## config.mk

```make
export PLATFORM = sky130hd
export DESIGN_NAME = operand_fetch
export DESIGN_NICKNAME = d
export VERILOG_FILES = /design/src/rtl/core_pkg.sv /design/src/rtl/operand_fetch_scoreboard.sv /design/src/rtl/operand_fetch.sv
export SDC_FILE = /design/constraint.sdc
export NUM_CORES = 1
export LEC_CHECK = 0
export ABC_AREA = 1
export BUFFER_PORTS_ARGS = -buffer_cell sky130_fd_sc_hd__buf_2
export CELL_PAD_IN_SITES_DETAIL_PLACEMENT = 0
export CELL_PAD_IN_SITES_GLOBAL_PLACEMENT = 2
export CORE_MARGIN = 3
export CORE_UTILIZATION = 25
export DETAILED_ROUTE_END_ITERATION = 6
export HOLD_SLACK_MARGIN = 0.08
export PLACE_DENSITY = 0.79
export RECOVER_POWER = 25
export SKIP_CTS_REPAIR_TIMING = 1
export SYNTH_ARGS = -nofsm -noshare
export SYNTH_HDL_FRONTEND = slang
export SYNTH_SLANG_ARGS = --single-unit
export TNS_END_PERCENT = 10
```

## constraint.sdc

```tcl
create_clock -name clk -period 2.75 [get_ports clk]
set_input_delay 0.1375 -clock clk [delete_from_list [all_inputs] [get_ports clk]]
set_output_delay 0.1375 -clock clk [all_outputs]
set_load 0.05 [all_outputs]
```

## src/rtl/core_pkg.sv

```systemverilog
// rtl/core_pkg.sv - shared widths and output-stage bundle for the operand fetch stage
package core_pkg;

  localparam int XLEN       = 32;
  localparam int PC_W       = 32;
  localparam int REG_ADDR_W = 5;
  localparam int NUM_REGS   = 32;

  typedef struct packed {
    logic [PC_W-1:0]       pc;
    logic [XLEN-1:0]       rs1_data;
    logic [XLEN-1:0]       rs2_data;
    logic [REG_ADDR_W-1:0] rd_addr;
    logic                  rd_write;
  } ex_stage_t;

endpackage

```

## src/rtl/operand_fetch_scoreboard.sv

```systemverilog
// rtl/operand_fetch_scoreboard.sv - per-register busy bits for in-flight writers
module operand_fetch_scoreboard
  import core_pkg::*;
(
  input  logic                  clk,
  input  logic                  rst,
  input  logic                  set,
  input  logic [REG_ADDR_W-1:0] set_addr,
  input  logic                  clr,
  input  logic [REG_ADDR_W-1:0] clr_addr,
  output logic [NUM_REGS-1:0]   busy
);

  logic [NUM_REGS-1:0] set_vec;
  logic [NUM_REGS-1:0] clr_vec;
  logic [NUM_REGS-1:0] busy_q;

  always_comb begin
    set_vec = '0;
    clr_vec = '0;
    if (set) set_vec[set_addr] = 1'b1;
    if (clr) clr_vec[clr_addr] = 1'b1;
  end

  // x0 never has a writer, so its bit is masked off on every update
  always_ff @(posedge clk) begin
    if (rst) begin
      busy_q <= '0;
    end else begin
      busy_q <= ((busy_q & ~clr_vec) | set_vec) & ~NUM_REGS'(1);
    end
  end

  assign busy = busy_q;

endmodule

```

## src/rtl/operand_fetch.sv

```systemverilog
// rtl/operand_fetch.sv - operand read, hazard stall and output stage toward execute
// OPF_FORWARD_EN compiles in the writeback bypass; without it a same-cycle writeback stalls.
module operand_fetch #(
  parameter int XLEN = core_pkg::XLEN,
  parameter int PC_W = core_pkg::PC_W
) (
  input  logic                            clk,
  input  logic                            rst,
  input  logic                            flush,
  input  logic                            id_valid,
  output logic                            id_ready,
  input  logic [PC_W-1:0]                 id_pc,
  input  logic [core_pkg::REG_ADDR_W-1:0] id_rs1_addr,
  input  logic [core_pkg::REG_ADDR_W-1:0] id_rs2_addr,
  input  logic                            id_uses_rs1,
  input  logic                            id_uses_rs2,
  input  logic [core_pkg::REG_ADDR_W-1:0] id_rd_addr,
  input  logic                            id_rd_write,
  output logic [core_pkg::REG_ADDR_W-1:0] rs1_addr,
  output logic [core_pkg::REG_ADDR_W-1:0] rs2_addr,
  input  logic [XLEN-1:0]                 rs1_data,
  input  logic [XLEN-1:0]                 rs2_data,
  input  logic                            wb_rd_write,
  input  logic [core_pkg::REG_ADDR_W-1:0] wb_rd_addr,
  input  logic [XLEN-1:0]                 wb_rd_data,
  output logic                            ex_valid,
  input  logic                            ex_ready,
  output logic [PC_W-1:0]                 ex_pc,
  output logic [XLEN-1:0]                 ex_rs1_data,
  output logic [XLEN-1:0]                 ex_rs2_data,
  output logic [core_pkg::REG_ADDR_W-1:0] ex_rd_addr,
  output logic                            ex_rd_write
);
  import core_pkg::*;

  ex_stage_t           stage_q;
  logic                stage_valid;
  logic [NUM_REGS-1:0] busy;

  logic src1_live, src2_live;
  logic wb_hit1, wb_hit2;
  logic ex_hit1, ex_hit2, ex_hit_rd;
  logic raw1, raw2, waw, hazard;
  logic accept, out_fire, sb_set;
  logic [XLEN-1:0] op1, op2;

  assign rs1_addr = id_rs1_addr;
  assign rs2_addr = id_rs2_addr;

  always_comb begin
    src1_live = id_uses_rs1 && (id_rs1_addr != '0);
    src2_live = id_uses_rs2 && (id_rs2_addr != '0);
    wb_hit1   = wb_rd_write && (wb_rd_addr == id_rs1_addr);
    wb_hit2   = wb_rd_write && (wb_rd_addr == id_rs2_addr);
    // a writer sitting in the output stage is not yet in the scoreboard
    ex_hit1   = stage_valid && stage_q.rd_write && (stage_q.rd_addr == id_rs1_addr);
    ex_hit2   = stage_valid && stage_q.rd_write && (stage_q.rd_addr == id_rs2_addr);
    ex_hit_rd = stage_valid && stage_q.rd_write && (stage_q.rd_addr == id_rd_addr);
`ifdef OPF_FORWARD_EN
    raw1 = src1_live && ((busy[id_rs1_addr] && !wb_hit1) || ex_hit1);
    raw2 = src2_live && ((busy[id_rs2_addr] && !wb_hit2) || ex_hit2);
`else
    raw1 = src1_live && (busy[id_rs1_addr] || ex_hit1 || wb_hit1);
    raw2 = src2_live && (busy[id_rs2_addr] || ex_hit2 || wb_hit2);
`endif
    waw      = id_rd_write && (id_rd_addr != '0) && (busy[id_rd_addr] || ex_hit_rd);
    hazard   = id_valid && (raw1 || raw2 || waw);
    id_ready = !rst && !flush && !hazard && (!stage_valid || ex_ready);
    accept   = id_valid && id_ready;
    out_fire = stage_valid && ex_ready && !flush;
    sb_set   = out_fire && stage_q.rd_write && (stage_q.rd_addr != '0);

    op1 = (id_rs1_addr == '0) ? '0 : rs1_data;
    op2 = (id_rs2_addr == '0) ? '0 : rs2_data;
`ifdef OPF_FORWARD_EN
    if (id_rs1_addr != '0 && wb_hit1) op1 = wb_rd_data;
    if (id_rs2_addr != '0 && wb_hit2) op2 = wb_rd_data;
`endif
  end

`ifndef OPF_FORWARD_EN
  logic unused_wb_data;
  assign unused_wb_data = ^wb_rd_data;
`endif

  always_ff @(posedge clk) begin
    if (rst) begin
      stage_valid <= 1'b0;
      stage_q     <= '0;
    end else if (flush) begin
      stage_valid <= 1'b0;
    end else if (accept) begin
      stage_valid <= 1'b1;
      stage_q     <= '{pc: id_pc, rs1_data: op1, rs2_data: op2,
                       rd_addr: id_rd_addr, rd_write: id_rd_write};
    end else if (stage_valid && ex_ready) begin
      stage_valid <= 1'b0;
    end
  end

  operand_fetch_scoreboard u_scoreboard (
    .clk      (clk),
    .rst      (rst),
    .set      (sb_set),
    .set_addr (stage_q.rd_addr),
    .clr      (wb_rd_write),
    .clr_addr (wb_rd_addr),
    .busy     (busy)
  );

  assign ex_valid    = stage_valid;
  assign ex_pc       = stage_q.pc;
  assign ex_rs1_data = stage_q.rs1_data;
  assign ex_rs2_data = stage_q.rs2_data;
  assign ex_rd_addr  = stage_q.rd_addr;
  assign ex_rd_write = stage_q.rd_write;

endmodule
```

# Yosys cells after proc, flatten, opt, wreduce, memory -nomap -nowiden
# Cells that the tools add are included.
word_totals:
  in_bits: 157
  memories: 0
  wordCells: 84
  ff_bits: 135
  latch_bits: 0
  mem_bits_rw: 0
  mem_bits_ro: 0
  output_inout_bits: 114
classes:
  n_reduce_logical: 44
  mux: 16
  div_mod_pow: 0
  n_eq_ne: 5
  shifts: 0
  n_bitwise: 4
  n_addsub: 0
  order_cmp: 7
  multipliers: 0
op_table:
  columns: ["operator", "count"]
  rows:
  - ["$mux W32", 4]
  - ["$and A32 B32 Y32", 1]
  - ["$not A32 Y32", 1]
  - ["$or A32 B32 Y32", 1]
  - ["$lt A5 B6 Y1 const B", 5]
  - ["$eq A5 B5 Y1", 5]
  - ["$logic_and A1 B1 Y1", 23]
  - ["$reduce_bool A5 Y1", 4]
  - ["$bmux W1 S5", 3]
  - ["$demux W1 S5", 2]
  - ["$ge A5 B1 Y1 const B", 2]
  - ["$logic_not A5 Y1", 2]
  - ["$logic_or A1 B1 Y1", 8]
  - ["$mux W1", 7]
  - ["$logic_not A1 Y1", 4]
  - ["$reduce_and A2 Y1", 1]
  - ["$reduce_bool A2 Y1", 1]
  - ["$reduce_or A2 Y1", 1]
  - ["$not A1 Y1", 1]

# Logic depth before layout (Yosys ltp)
logic_depth:
  depth_word: 13
  mapped_depth: 18
  mapped_depth_nobuf: 15

# By module
# A second synthesis with hierarchy kept.
hier_totals:
  cells_unflattened: 1340
  area_unflattened_um2: 7841.3
by_module_without_submodules:
  columns: ["mod", "cells_per_inst", "area_each_um2", "seq_area_each_um2", "n_inst"]
  rows:
  - ["operand_fetch", 1138, 6432.4, 2062.0, 1]
  - ["operand_fetch_scoreboard", 202, 1408.9, 620.6, 1]

# Worst setup path after synthesis
# No wires, ideal clock.
synth_timing:
  path_kind: "flip-flop to output port"
  from: "register stage_q (netlist bit ex_rd_addr[3])"
  to: "output port id_ready"
  required_ns: 2.612
  slack_ns: 0.228
  stages_incl_launch_ff: 14
  n_path_buf: 2
  t_arrival_ns: 2.384
  path_cell_list: "dfxtp_1 > buf_2 > inv_1 > o22ai_1 > nor2_1 > nand3_1 > nand2_1 > inv_2 > nand3_1 > nand2_1 > nand2_2 > nor2_8 > buf_1 > o21a_1"
synth_between:
  elab_chain_len: 11
  elab_cells_between_ends: 20
  cone_classes: "eq/ne (3); reduce/logical (17)"
synth_lines:
  columns: ["item", "line", "source"]
  rows:
  - ["from (decl)", "operand_fetch.sv:36", "ex_stage_t stage_q;"]
  - ["from (signal assigned)", "operand_fetch.sv:94", "stage_q <= '{pc: id_pc, rs1_data: op1, rs2_data: op2,"]
  - ["$eq A5 B5 Y1 (on tied branches)", "operand_fetch.sv:56, operand_fetch.sv:57", null]
  - ["$logic_and A1 B1 Y1 (on tied branches)", "operand_fetch.sv:56, operand_fetch.sv:57", null]
  - ["$logic_or A1 B1 Y1 (on tied branches) (2 in series)", "operand_fetch.sv:63, operand_fetch.sv:64", null]
  - ["$logic_and A1 B1 Y1 (on tied branches)", "operand_fetch.sv:63, operand_fetch.sv:64", null]
  - ["$logic_or A1 B1 Y1", "operand_fetch.sv:67", "hazard = id_valid && (raw1 || raw2 || waw);"]
  - ["$logic_or A1 B1 Y1 (*)", "operand_fetch.sv:67", null]
  - ["$logic_and A1 B1 Y1 (*)", "operand_fetch.sv:67", null]
  - ["$logic_not A1 Y1 (*)", "operand_fetch.sv:68", "id_ready = !rst && !flush && !hazard && (!stage_valid || ex_ready);"]
  - ["$logic_and A1 B1 Y1 (*) (2 in series)", "operand_fetch.sv:68", null]
  - ["to (decl)", "operand_fetch.sv:11", "output logic id_ready,"]
# Mark *: on every way between the ends. The rest lies on a longest branch, timed or not.

# Worst setup path after layout
layout_timing:
  from: "register stage_q (netlist bit ex_rd_addr[1])"
  to: "output port id_ready"
# The elaborated chain is that of the path after synthesis.

==> impl_table.tex <==
\begin{tabular}{lr}
\hline
Metric & Value \\
\hline
\multicolumn{2}{l}{\textbf{Run status}} \\
\quad Status & finished clean \\
\multicolumn{2}{l}{\textbf{Floorplanning}} \\
\quad Die area & 32410 um\^{}2 \\
\quad Die Ht & 180.0 um \\
\quad Site row count & 63 \\
\quad Die width & around 180 um \\
\quad Placeable core area & between 20000 and 30000 um\^{}2 \\
\quad Starting Density & roughly a quarter \\
\quad Number of top-level pins & $\sim$270 \\
\multicolumn{2}{l}{\textbf{Critical path}} \\
\quad Number of stages on the worst setup path & 12 \\
\quad Setup slack, reg-to-reg & about 0.42 ns \\
\quad Gate family responsible for the most delay along the worst path & simple AND/OR/NAND/NOR gates \\
\quad Buf/Inv on CP & 3 \\
\quad Critical path cell sequence & inv\_1 -> o22ai\_1 -> nor2\_1 -> nand3\_1 -> nand2\_1 -> inv\_2 -> nand3\_1 -> nand2\_1 -> nand2\_2 -> nor2\_8 -> o21a\_1 -> buf\_2 \\
\quad Capture point of the critical path & id\_ready \\
\quad Launch instance of the worst register-to-register path & ex\_rd\_addr[1] \\
\quad Kind of start point of the critical path & register \\
\quad Worst path arrival time & approximately 2.4 ns \\
\quad Number of cells on the worst reg-to-reg path & 14 \\
\quad Endpoint required time on the critical path & $\sim$2.6 ns \\
\quad Longest individual stage delay on the worst path & 0.49 ns \\
\quad Maximum fanout encountered on the critical timing path & 10 \\
\quad Slowest-stage cell, CP & dfxtp\_1 \\
\quad Crit path from & ex\_rd\_addr[1] \\
\quad FF-to-FF End & ex\_rs2\_data[20] \\
\quad Kind of capture point of the worst setup path & output port \\
\quad Start-to-end type of the worst setup path & register to output port \\
\multicolumn{2}{l}{\textbf{Clocking}} \\
\quad Total clock buffers created by CTS & 17 \\
\quad Number of H-tree levels & 4 \\
\quad CTS sink count & 134 \\
\quad Maximum root-to-sink buffer count & 2 \\
\quad Register clock-pin slew on the reported worst setup and hold paths & around 0.06 ns \\
\quad Clock root cell & clkbuf\_16 \\
\quad Clock latency at the later pin of the worst-skew pair & 0.43 ns \\
\quad Clock tree from TritonCTS & built \\
\multicolumn{2}{l}{\textbf{STA}} \\
\quad Total negative slack for setup checks & 0 ns \\
\quad Clock skew & 0.01354 ns \\
\quad RSZ-0062 raised after global routing & false \\
\quad Count of endpoints failing hold in the final timing report & 0 \\
\quad Post-layout minimum cycle time & between 2 and 3 ns \\
\quad Worst hold slack after final layout & 0.03463 ns \\
\quad Final Max Slew Viols & 0 \\
\quad Worst slew margin & 54.68\% \\
\quad Post-route fraction of the period consumed by the critical path & 93.03\% \\
\quad Final setup violation count & 0 \\
\quad Achievable Freq & 390.9 MHz \\
\quad Slew at the pin closest to its max-slew limit & about 0.7 ns \\
\multicolumn{2}{l}{\textbf{Synth}} \\
\quad Cell count after synthesis & approximately 1300 \\
\quad Proportion of synthesized chip area in sequential cells & a little over a third \\
\quad Simple-gate share of the synthesized area & 40.12\% \\
\quad Adder-cell area share of the yosys netlist & 0\% \\
\quad Flops \& latches, synth & roughly 130 \\
\quad Proportion of synthesized area in mux cells & 0\% \\
\quad Synth Area in Compound Gates & under 10\% \\
\quad Synthesized-area fraction occupied by xor and xnor cells & less than 1\% \\
\quad Average cell area after synthesis & about 5.9 um\^{}2 \\
\quad Library cells used by synthesis & 27 \\
\quad Area of the mapped netlist & approximately 7600 um\^{}2 \\
\quad Count of yosys warnings during synthesis & 0 \\
\quad Syn Nets & between 1000 and 1500 \\
\quad Main combinational cell family by area after synthesis & simple AND/OR/NAND/NOR gates \\
\multicolumn{2}{l}{\textbf{Power}} \\
\quad Leakage component of the power & $\sim$5.2 nW \\
\quad Post-layout power & about 5.7 mW \\
\quad Worst-case vdd ir drop & 341.1 uV \\
\quad Power per unit of standard cell area & between 500 and 600 nW/um\^{}2 \\
\multicolumn{2}{l}{\textbf{Layout}} \\
\quad Footprint of the flip-flops and latches & around 2700 um\^{}2 \\
\quad Final net count & approximately 1700 \\
\quad Multi-input combinational cell area & around 3700 um\^{}2 \\
\quad Share of layout cells above drive strength 1 & 16.09\% \\
\quad Most frequent cells in the layout & nand2\_1 (396), inv\_1 (219), buf\_2 (177) \\
\quad Most common cell after layout, fill and taps aside & nand2\_1 \\
\quad Number of inserted filler cells in the final layout & between 3000 and 4000 \\
\quad End-of-flow core utilization & about a third \\
\quad P\&R area growth vs syn & 33.29\% \\
\multicolumn{2}{l}{\textbf{Route}} \\
\quad Number of DRC markers after the initial detailed-route iteration & between 500 and 600 \\
\quad Drt pass-1 iters & 6 \\
\quad Post-detailed-routing wire length & just under 30000 um \\
\quad Average wire per cell in the routed design & between 15 and 20 um \\
\quad Vias after detailed routing & 8545 \\
\quad Number of vias per cell after detailed routing & between 4 and 5 \\
\quad Detailed-route DRC error count & 0 \\
\quad Post-detailed-route count of antenna-violating nets & 0 \\
\multicolumn{2}{l}{\textbf{Global routing}} \\
\quad Gr ovfl total & 0 \\
\quad Number of antenna violations at the first check in global routing & 9 \\
\quad GRT Total Usage & approximately 18\% \\
\quad Vias in the first global route & roughly 7800 \\
\quad Pin count of the biggest net entering global routing & 73 \\
\quad Wire length of the first global-routing pass & approximately 45000 um \\
\multicolumn{2}{l}{\textbf{Place}} \\
\quad Placer congestion estimate & approximately 0.89 \\
\quad IO buf count & around 240 \\
\quad Sum of net half-perimeters after detailed placement & 20620 um \\
\multicolumn{2}{l}{\textbf{Min path}} \\
\quad Number of stages on the worst hold path & 5 \\
\quad Hold WC Path Type & primary input to register \\
\multicolumn{2}{l}{\textbf{Job}} \\
\quad Number of maximum-capacitance constraint violations & 0 \\
\hline
\end{tabular}
-- worst min-delay path, stage by stage --
cell	delay, ns
buf_2	0.08
nand2_1	0.04
inv_1	0.04
nor2_1	0.04
nor2_1	0.09
-- per-layer routing --
metal / part of all wire, % / global-route usage (%) / vias up
met5: 0.16 / 0 / -
met4: 1.9 / 4.882 / 10
met2: 43 / 26.63 / 293
met3: 9.0 / 6.136 / 55
li1: - / - / 4404
met1: 46 / 23.70 / 3783
-- cell type report --
class / count / area share (%)
Clock inverter: 12 / 1.748
Clock buffer: 20 / 4.425
Timing Repair Buffer: 309 / 17.76
Inverter: 225 / 8.380
Tap cell: 390 / 4.835
Multi-Input combinational cell: 835 / 36.20
Antenna cell: 3 / 0.07438
Sequential cell: 134 / 26.58
-- state kept, by name, indices dropped and copies added, names as in the netlist --
register and cells:
ex_rs2_data 32, u_scoreboard.busy 31, ex_rd_write 1, ex_valid 1, ex_pc 32, ex_rs1_data 32
ex_rd_addr 5
-- how the worst min path moves through the flow --
stage          slack [ns]               to          from
6_report             0.03  ex_rs2_data[16]  rs2_data[16]
5_1_grt              0.08   ex_rs1_data[4]   rs1_data[4]
4_1_cts             -0.09        ex_pc[25]     id_pc[25]
3_5_place_dp         0.37         ex_pc[1]      id_pc[1]
3_3_place_gp         0.36        ex_pc[14]     id_pc[14]
2_1_floorplan        0.27        ex_pc[30]     id_pc[30]
-- through the flow --
stage	setup WS [ns]	instances	area, um^2
floorplan	0.2284	1274	7572
global placement	0.2973	1850	9109
detailed placement	0.3092	1850	9109
CTS	0.1484	1882	9732
global route	0.01293	1927	10090
finish	0.1916	1928	10090
-- power breakdown --
group	switching (mW)	internal, mW
Clock	0.925	1.54
Combinational	0.807	0.335
Sequential	0.0403	2.02
-- synthesized netlist by cell type --
cell type | n | area, um^2
inv_2 | 5 | 18.77
clkbuf_1 | 33 | 123.9
nand3_4 | 1 | 17.52
dfxtp_1 | 134 | 2683
buf_1 | 6 | 22.52
or2_2 | 1 | 6.260
nor2_1 | 161 | 604.3
xnor2_1 | 3 | 26.28
nor2_8 | 1 | 20.02
o211ai_1 | 7 | 52.55
o22ai_1 | 12 | 75.07
a31oi_1 | 1 | 6.260
nand2_2 | 1 | 6.260
nand2_1 | 396 | 1486
a21oi_2 | 1 | 8.760
inv_1 | 220 | 825.8
buf_4 | 13 | 97.59
o21a_1 | 1 | 7.510
o21ai_0 | 37 | 185.2
nand4_1 | 57 | 356.6
nand3_1 | 94 | 470.5
xor2_1 | 2 | 17.52
a21oi_1 | 44 | 220.2
buf_2 | 25 | 125.1
buf_6 | 3 | 33.78
o21ai_1 | 1 | 5.000
nor3_1 | 14 | 70.07
-- cell families after synthesis --
family,Yosys count
simple gates,726
flops,134
buf+inv,305
xor+xnor,5
compound gates,104
No activity file was read; power rests on OpenSTA's default activity.
